--- src/rtl/word_tokenizer.sv ---
// Splits a character stream into delimiter-separated words and writes each word into a null-terminated SRAM buffer.
// Optional lowercasing of A..Z on write: define WORD_TOKENIZER_CASEFOLD_EN.
module word_tokenizer #(
  parameter int ADDR_WIDTH = 4,
  parameter int DATA_WIDTH = 8,
  parameter logic [DATA_WIDTH-1:0] DELIM = DATA_WIDTH'(8'h20)
) (
  input  logic                  clk,
  input  logic                  rst,
  input  logic                  in_valid,
  input  logic [DATA_WIDTH-1:0] in_data,
  input  logic                  in_last,
  output logic                  in_ready,
  output logic                  wr_en,
  output logic [ADDR_WIDTH-1:0] wr_addr,
  output logic [DATA_WIDTH-1:0] wr_data,
  output logic                  word_valid,
  input  logic                  word_ack,
  output logic [ADDR_WIDTH:0]   word_len,
  output logic                  word_trunc,
  output logic [15:0]           word_count
);

  localparam int MAX_CHARS = 2**ADDR_WIDTH - 1;
  localparam logic [ADDR_WIDTH:0] MAX_LEN = (ADDR_WIDTH+1)'(MAX_CHARS);

  typedef enum logic [2:0] {IDLE, FILL, DROP, TERM, PRESENT} state_t;

  state_t                state;
  logic [ADDR_WIDTH:0]   len;
  logic                  trunc_q;
  logic                  valid_q;
  logic                  ready_q;
  logic [15:0]           count_q;
  logic                  xfer;
  logic                  is_sep;
  logic [DATA_WIDTH-1:0] char_out;

  assign xfer   = in_valid && ready_q;
  assign is_sep = (in_data == DELIM) || (in_data == '0);

`ifdef WORD_TOKENIZER_CASEFOLD_EN
  always_comb begin
    char_out = in_data;
    if (in_data >= DATA_WIDTH'(8'h41) && in_data <= DATA_WIDTH'(8'h5A))
      char_out = in_data + DATA_WIDTH'(8'h20);
  end
`else
  always_comb char_out = in_data;
`endif

  // Character writes are combinational from the accepting transfer; the
  // terminator write is the whole TERM cycle. Reset forces the bus idle.
  always_comb begin
    wr_en   = 1'b0;
    wr_addr = '0;
    wr_data = '0;
    if (!rst) begin
      case (state)
        IDLE: if (xfer && !is_sep) begin
          wr_en   = 1'b1;
          wr_data = char_out;
        end
        FILL: if (xfer && !is_sep && len < MAX_LEN) begin
          wr_en   = 1'b1;
          wr_addr = len[ADDR_WIDTH-1:0];
          wr_data = char_out;
        end
        TERM: begin
          wr_en   = 1'b1;
          wr_addr = len[ADDR_WIDTH-1:0];
        end
        default: ;
      endcase
    end
  end

  always_ff @(posedge clk or posedge rst) begin
    if (rst) begin
      state   <= IDLE;
      len     <= '0;
      trunc_q <= 1'b0;
      valid_q <= 1'b0;
      ready_q <= 1'b1;
      count_q <= '0;
    end else begin
      case (state)
        IDLE: if (xfer && !is_sep) begin
          len <= (ADDR_WIDTH+1)'(1);
          if (in_last) begin
            state   <= TERM;
            ready_q <= 1'b0;
          end else begin
            state <= FILL;
          end
        end
        FILL: if (xfer) begin
          if (is_sep) begin
            state   <= TERM;
            ready_q <= 1'b0;
          end else if (len < MAX_LEN) begin
            len <= len + 1'b1;
            if (in_last) begin
              state   <= TERM;
              ready_q <= 1'b0;
            end
          end else begin
            trunc_q <= 1'b1;
            if (in_last) begin
              state   <= TERM;
              ready_q <= 1'b0;
            end else begin
              state <= DROP;
            end
          end
        end
        DROP: if (xfer && (is_sep || in_last)) begin
          state   <= TERM;
          ready_q <= 1'b0;
        end
        TERM: begin
          state   <= PRESENT;
          valid_q <= 1'b1;
          count_q <= count_q + 16'd1;
        end
        PRESENT: if (word_ack) begin
          state   <= IDLE;
          len     <= '0;
          trunc_q <= 1'b0;
          valid_q <= 1'b0;
          ready_q <= 1'b1;
        end
        default: state <= IDLE;
      endcase
    end
  end

  assign in_ready   = ready_q;
  assign word_valid = valid_q;
  assign word_len   = len;
  assign word_trunc = trunc_q;
  assign word_count = count_q;

endmodule

--- config.mk ---
export PLATFORM = sky130hd
export DESIGN_NAME = word_tokenizer
export DESIGN_NICKNAME = d
export VERILOG_FILES = /design/src/rtl/word_tokenizer.sv
export SDC_FILE = /design/constraint.sdc
export NUM_CORES = 1
export LEC_CHECK = 0
export CAP_MARGIN = 5
export CORE_ASPECT_RATIO = 1.2
export CORE_MARGIN = 1
export CORE_UTILIZATION = 46
export CTS_CLUSTER_DIAMETER = 200
export CTS_CLUSTER_SIZE = 40
export DETAILED_ROUTE_END_ITERATION = 8
export MAX_ROUTING_LAYER = met4
export PLACE_DENSITY = 0.79
export SLEW_MARGIN = 20
export SYNTH_ARGS = -nofsm -noshare
export SYNTH_HDL_FRONTEND = slang
export SYNTH_SLANG_ARGS = --single-unit
export TNS_END_PERCENT = 10
--- constraint.sdc ---
create_clock -name clk -period 2.45 [get_ports clk]
set_input_delay 0.49 -clock clk [delete_from_list [all_inputs] [get_ports clk]]
set_output_delay 0.49 -clock clk [all_outputs]
set_load 0.1 [all_outputs]
# After elaboration in Yosys (flattened, before gate mapping)
# Index checks and enable logic that the tools add are counted.
[op_classes]
addsub = 2
n_mul = 0
div = 0
n_lt_le_gt_ge = 1
eq_ne = 13
shift = 0
n_mux = 40
n_bitwise = 0
n_reduce_logical = 18
[op_table]
columns = ["cell", "n"]
rows = [
  ["5-bit 2-to-1 mux", 5],
  ["8-bit 2-to-1 mux", 3],
  ["3-bit 2-to-1 mux", 7],
  ["16-bit by 1-bit adder with 16-bit output (second input constant)", 1],
  ["8-bit case mux with 2 select lines", 1],
  ["3-bit case mux with 5 select lines", 1],
  ["5-bit case mux with 3 select lines", 1],
  ["5-bit AND reduction", 3],
  ["1-bit 2-to-1 mux", 14],
  ["2-bit != test (second input constant)", 7],
  ["8-bit by 6-bit == test with 1-bit output (second input constant)", 1],
  ["8-bit zero test", 1],
  ["4-bit 2-to-1 mux", 2],
  ["4-bit case mux with 2 select lines", 1],
  ["3-bit by 2-bit == test with 1-bit output (second input constant)", 2],
  ["6-bit AND reduction", 1],
  ["5-bit by 1-bit adder with 5-bit output (second input constant)", 1],
  ["5-bit by 4-bit less-than comparator with 1-bit output (second input constant)", 1],
  ["1-bit logical AND", 4],
  ["4-bit != test (second input constant)", 1],
  ["1-bit case mux with 2 select lines", 2],
  ["1-bit case mux with 4 select lines", 1],
  ["2-bit nonzero test", 2],
  ["4-bit nonzero test", 1],
  ["9 further kinds", 10],
]
[word_totals]
reg_bits = 27
latchBits = 0
ramBits = 0
romBits = 0
inputBits = 13
wordCells = 80
mem_count = 0

# Logic depth before layout (Yosys ltp)
# Gate-level depths: netlist of run 1.
[depth]
depth_word = 8
ltp_mapped = 6
mapped_depth_nobuf = 5

# Least setup slack after synthesis of run 1
# No wires, ideal clock.
[synth_timing]
path_kind = "register -> output"
startpoint = "register ready_q, in the netlist in_ready"
endpoint = "output wr_en"
arrival_time_ps = 6214
setup_slack_ps = -4254
path_stages_with_launch = 5
path_buffers = 0
cell_sequence = "dfstp_2 > nand2_1 > a21oi_1 > a21oi_1 > a2111oi_0"
[synth_between]
elab_chain_cells = 6
elab_cells_between_ends = 7
classes_between = "mux: 4; reduce/logical: 3"
[synth_rtl]
columns = ["item", "line", "text"]
rows = [
  ["start: declaration", "33", "logic ready_q;"],
  ["start signal: assignment", "84", "ready_q <= 1'b1;"],
  ["start signal: assignment", "92", "ready_q <= 1'b0;"],
  ["start signal: assignment", "100", "ready_q <= 1'b0;"],
  ["1-bit logical AND (*)", "39", "assign xfer = in_valid && ready_q;"],
  ["1-bit logical AND (*)", "60, 64", ""],
  ["1-bit logical AND", "64", "FILL: if (xfer && !is_sep && len < MAX_LEN) begin"],
  ["1-bit 2-to-1 mux", "64", ""],
  ["1-bit case mux with 3 select lines (*)", "59", "case (state)"],
  ["1-bit 2-to-1 mux (*)", "58", "if (!rst) begin"],
  ["end: declaration", "14", "output logic wr_en,"],
]
# Mark *: on every way between the ends. The rest lies on a longest branch, timed or not.

# Worst setup path after layout of run 1
[layout_timing]
startpoint = "input in_data[4]"
endpoint = "output wr_addr[1]"
[layout_between]
elab_chain_cells = 8
elab_cells_between_ends = 9
classes_between = "eq/ne: 1; mux: 3; reduce/logical: 5"
[layout_rtl]
columns = ["item", "line", "text"]
rows = [
  ["start: declaration", "11", "input logic [DATA_WIDTH-1:0] in_data,"],
  ["8-bit by 6-bit == test with 1-bit output / 8-bit zero test (equally long branches)", "40", "assign is_sep = (in_data == DELIM) || (in_data == '0);"],
  ["1-bit logical OR (*)", "40", ""],
  ["1-bit zero test (*)", "64", ""],
  ["1-bit logical AND (*) (2 in a row)", "64", ""],
  ["4-bit 2-to-1 mux (*)", "64", ""],
  ["4-bit case mux with 2 select lines (*)", "59", ""],
  ["4-bit 2-to-1 mux (*)", "58", ""],
  ["end: declaration", "15", "output logic [ADDR_WIDTH-1:0] wr_addr,"],
]
# Marked as above.

==> results of run 1 <==
[flip-flops by register name, indices dropped and copies added, names as in the netlist]
name        flops
word_count     16
word_len        5
state           3
in_ready        1
word_trunc      1
word_valid      1
[repair_timing]
| item | in CTS | in global routing |
|---|---|---|
| hold buffers | 0 | 0 |
| setup buffers | 3 | 5 |
| pin swaps | 8 | 11 |
| endpoints found under the setup margin | 13 | 13 |
| gates resized for setup | 29 | 7 |
[layout make-up]
class	instances	share of cell area, %
inverter	8	1.21
tap	37	1.86
sequential	27	27.7
clock buffer	3	1.66
timing repair buffer	69	28.0
clock inverter	1	0.302
multi-input combinational	126	39.3
[routing by layer]
layer  global-route usage [%]  up-vias  wire [um]
met3                     2.52       11        143
li1                         -      738          -
met5                        -        -          0
met1                     29.9      754       1700
met4                     9.69        0         87
met2                     46.2       54       2420
[through the flow]
stage	setup TNS (ps)	utilization [%]	setup WS, ps	instances	hold WS, ps
final	0	74.6	39.2	271	482
after global routing	-172	74.6	-23.5	271	509
after CTS	0	73.2	15.1	266	484
after detailed placement	-2180	69.1	-233	259	461
after global placement	-1360	69.1	-161	259	459
after floorplan	-3360	-	-401	166	542
[cell families (layout without fill, tap and decap cells)]
group           after synthesis  in the layout  share of synthesized area [%]
xor+xnor                     15             15                           8.23
fa+ha+maj                     2              2                           1.57
mux                           2              2                           1.33
simple gates                 70             70                           24.9
flops                        27             27                           42.4
compound gates               37             37                           17.2
buf+inv                      13             81                           4.39
[power breakdown]
part	total [mW]	switching [mW]	internal (mW)
logic	2.05	1.40	0.647
registers	0.667	0.0953	0.572
clock network	0.259	0.143	0.116
[worst min path at each step]
stage                         from              to  slack, ps
floorplan                      rst        state[0]        540
global placement    word_count[15]  word_count[15]        460
detailed placement  word_count[15]  word_count[15]        460
CTS                 word_count[15]  word_count[15]        480
global route        word_count[15]  word_count[15]        510
finish              word_count[15]  word_count[15]        480
[cells in the final DEF (no fill, tap or decap), types with 8 or more instances in the layout]
cell type  netlist  final
nor2_1          13     11
xnor2_1          9      9
inv_1            8      8
buf_4            1     44
buf_12           0     13
dfrtp_1         26     21
and2_4           0     12
[critical path, stage by stage]
cell and delay, ps:
dlygate4sd2_1 270, nor4_4 350, a21oi_4 110, buf_4 150, a21oi_2 140, nor2_2 80, and2_4 170, buf_12 160
==> results_dict.tcl, run 1 <==
set metrics [dict create \
    status "finished, final reports clean" \
    setup_viol 0 \
    power_density_mw_per_mm2 1200 \
    grt_pass1_vias 1530 \
    yosys_most_used_dff "dfrtp_1" \
    grt_antenna_before_repair 0 \
    clk_pin_slew_worst_paths_ps 90 \
    ys_seq_elements 27 \
    drc 0 \
    root_buffer "clkbuf_8" \
    synth_cell_types 48 \
    setup.worst_path.end "wr_addr[1]" \
    clock_path_buffers 2 \
    dpl_cell_area_mm2 0.00231 \
    crit_path_start_kind "primary input" \
    routed-via-count 1557 \
    drtIter0Drc 39 \
    fin_crit_sh_pct 98.4 \
    r2r-end "state[0]" \
    synth_area_leaders "dfrtp_1 41%, and2_1 5.1%, xnor2_1 4.9%" \
    r2r_setup_slack_ps 490 \
    portBuffers 49 \
    finalPower_mw 2.98 \
    hold_viol 0 \
    async_flop_share_pct 100 \
    synth_top_area_share_pct 40.8 \
    finalInstanceArea_mm2 0.00249 \
    grt_util_all_layers_pct 25.7 \
    final_max_slew_viol_count 0 \
    crit_start "in_data[4]" \
    syn_to_final_growth_pct 56.0 \
    avgRoutedWirePerCell_um 16.1 \
    cts_tree "done" \
    synth_edf_count 0 \
    multi_input_area_um2 978 \
    grt_pass1_wl_um 7230 \
    n_antenna_cell 0 \
    cp_max_fo 4 \
    worst_ep_arrival_time_ps 1920 \
    min_path_type "flip-flop to flip-flop" \
    register_area_um2 689 \
    synth_most_common_cell "dfrtp_1" \
    num_rows 23 \
    max_freq_mhz 415 \
    num_io_pins 50 \
    required_ps 1960 \
    die_h_um 66.5 \
    synth_area_leader_cell "dfrtp_1" \
    fin_crit_ps 2410 \
    max_cap_viol_count 0 \
    firstDrtPassIters 4 \
    synth_area_mm2 0.00160 \
    drive_gt1_share_pct 43.6 \
    rsz0062_at_grt "yes" \
    synth_common_cells "26 x dfrtp_1, 13 x and2_1, 13 x nor2_1" \
    end_kind "output pin" \
    synth_cells 166 \
    start_util_pct 47.8 \
    vdd_drop_max_uv 1000 \
    r2r_cells 6 \
    p_leak_nw 1.12 \
    clock_sinks 27 \
    ys_seq_area_share_pct 42.4 \
    worst_pin_slew_ps 547 \
    slew_headroom_pct 63.4 \
    clock_skew_ps 5.51 \
    fin_nets 250 \
    synth.net_count 181 \
    synth.avg_cell_area_um2 9.62 \
    viasPerCell 5.75 \
    holdPathStages 1 \
    grt_overflow 0 \
    critical_path_class "primary input to output pin" \
    globalplace.congestion 0.815 \
    core_mm2 0.00334 \
    clk_latency_ps 280 \
    die_x_um 55.8 \
    dp_hpwl_um 3190 \
    grt_max_degree 24 \
    ant_nets 0 \
    synth_warnings 0 \
    num-fill-cells 247 \
    dieArea_mm2 0.00371 \
    drt-total-wl_um 4350 \
    cts_buffers 3 \
    cts.htree.levels 1 \
    r2r-start "state[0]" \
]
(Power assumes the default switching activity.)
==> run 2: changes to the inputs <==
clock period = 2.5 ns   (was 2.45 ns; I/O delays follow)
==> results_dict.tcl, run 2 (synthesized netlist as in run 1, its figures left out) <==
set metrics [dict create \
    hold_viol 0 \
    grt_overflow 0 \
    dieArea_mm2 0.00371 \
    worst_ep_arrival_time_ps 1920 \
    num_rows 23 \
    final_common_cell "buf_4" \
    clk_latency_ps 270 \
    preCtsSetupSlack_ps -212 \
    finalInstanceArea_mm2 0.00243 \
    required_ps 2000 \
    rsz0062_at_grt "no" \
    utilization_pct 72.9 \
    drive_gt1_share_pct 39.9 \
    clockPowerShare_pct 8.9 \
    critical_path_class "flip-flop to output pin" \
    worst_pin_slew_ps 397 \
    n_antenna_cell 0 \
    final_cell_mix "38 x buf_4, 21 x dfrtp_1, 13 x buf_12" \
    grt_antenna_before_repair 0 \
    syn_to_final_growth_pct 52.4 \
    r2r_cells 7 \
    max_cap_viol_count 0 \
    grt_max_degree 24 \
    portBuffers 49 \
    grt_util_all_layers_pct 23.2 \
    p_switching_mw 1.59 \
    cts_buffers 3 \
    clock_sinks 27 \
    power_density_mw_per_mm2 1180 \
    fin_crit_ps 2420 \
    met2_usage_pct 41.1 \
    grt_pass1_vias 1438 \
    final.setup.worst_slack_ps 84.2 \
    top_usage_layer "met2" \
    grt_pass1_wl_um 6570 \
    globalplace.congestion 0.817 \
    power.internal_mw 1.28 \
    p_leak_nw 1.08 \
    cts.htree.levels 1 \
    largest_reg_flops 16 \
    dpl_cell_area_mm2 0.00231 \
    root_buffer "clkbuf_8" \
    switching_share_pct 55.5 \
    crit_path_start_kind "flip-flop" \
    status "finished, final reports clean" \
    ant_nets 0 \
    drc 0 \
    grtUsageMet3_pct 4.08 \
    clock_skew_ps 4.68 \
    drt-total-wl_um 4080 \
    max_freq_mhz 414 \
    setup-tns-final_ps 0 \
    routed-via-count 1537 \
    die_h_um 66.5 \
    clock_path_buffers 2 \
    dp_hpwl_um 3070 \
    cts_tree "done" \
    hold_buffers 0 \
    min_path_type "flip-flop to flip-flop" \
    start_util_pct 47.8 \
    end_kind "output pin" \
    vdd_drop_max_uv 833 \
    fin_crit_sh_pct 96.6 \
    firstDrtPassIters 4 \
    gr-usage-met1_pct 26.2 \
    fin_nets 244 \
    avgRoutedWirePerCell_um 15.4 \
    viasPerCell 5.80 \
    final_max_slew_viol_count 0 \
    setup_viol 0 \
    cp_max_fo 8 \
    slew_headroom_pct 73.5 \
    clk_pin_slew_worst_paths_ps 100 \
    finalPower_mw 2.87 \
    num_io_pins 50 \
    holdPathStages 1 \
    die_x_um 55.8 \
    drtIter0Drc 23 \
    core_mm2 0.00334 \
    seq_power_share_pct 23.0 \
    combPwrFrac_pct 68.2 \
]
-- run 2: cell types whose count changed in the layout (fill, tap and decap cells not counted) --
cell           before  now
and2_4             12    8
dlygate4sd2_1       7    8
clkbuf_2            1    0
nand2_2             2    3
nand2_4             2    1
buf_4              44   38
and2_1              2    6
-- run 2: final timing paths --
check                          startpoint        endpoint  slack, ps
setup / recovery              word_len[0]      wr_data[2]         80
hold / removal             word_count[15]  word_count[15]        480
setup reg to reg                 state[0]  word_count[14]        590
hold reg to reg            word_count[15]  word_count[15]        480
max in group asynchronous             rst        in_ready       1180
min in group asynchronous             rst     word_len[0]        770
-- run 2: worst max-delay path: stages, from the launching register on --
cell     delay, ps
dfrtp_4        490
a41o_4         300
nand2_2        120
nand2_2         80
nor3_4         260
and2_4         210
buf_12         160
-- run 2: through the flow --
stage / hold slack, ps / cells
after floorplan: 552 / 166
after global placement: 459 / 259
after detailed placement: 465 / 259
after CTS: 484 / 265
after global routing: 499 / 265
final: 483 / 265
-- run 2: area by class of cell --
class / instances / area (um2)
clock buffers: 3 / 41.3
clock inverters: 1 / 7.51
fillers: 243 / 905
inverters: 8 / 30.0
multi-input cells: 126 / 963
flip-flops and latches: 27 / 689
well taps: 37 / 46.3
repair buffers: 63 / 656
-- run 2: power groups by stage --
stage / Sequential, mW / Combinational [mW] / Clock, mW
final: 0.659 / 1.96 / 0.255
after global routing: 0.674 / 2.05 / 0.279
after CTS: 0.657 / 1.94 / 0.258
after detailed placement: 0.677 / 1.85 / 0
after global placement: 0.668 / 1.81 / 0
after floorplan: 1.23 / 0.852 / 0
-- run 2: timing repair --
action / 4_1_cts / 5_1_grt
endpoints found under the setup margin: 13 / 8
setup buffers: 2 / 0
gates resized for setup: 28 / 1
pin swaps: 7 / 2
-- run 2: layer usage --
metal / vias to the layer above / part of all wire [%] / routed length [um]
met1: 744 / 41 / 1660
met4: 0 / 2.1 / 87
met5: - / 0 / 0
met3: 10 / 4.4 / 178
li1: 730 / - / -
met2: 53 / 53 / 2150
==> run 3: changes to the inputs <==
SLEW_MARGIN = 40   (was 20)
==> results of run 3 <==
The final DEF is identical to that of run 2; final timing and power are the same.
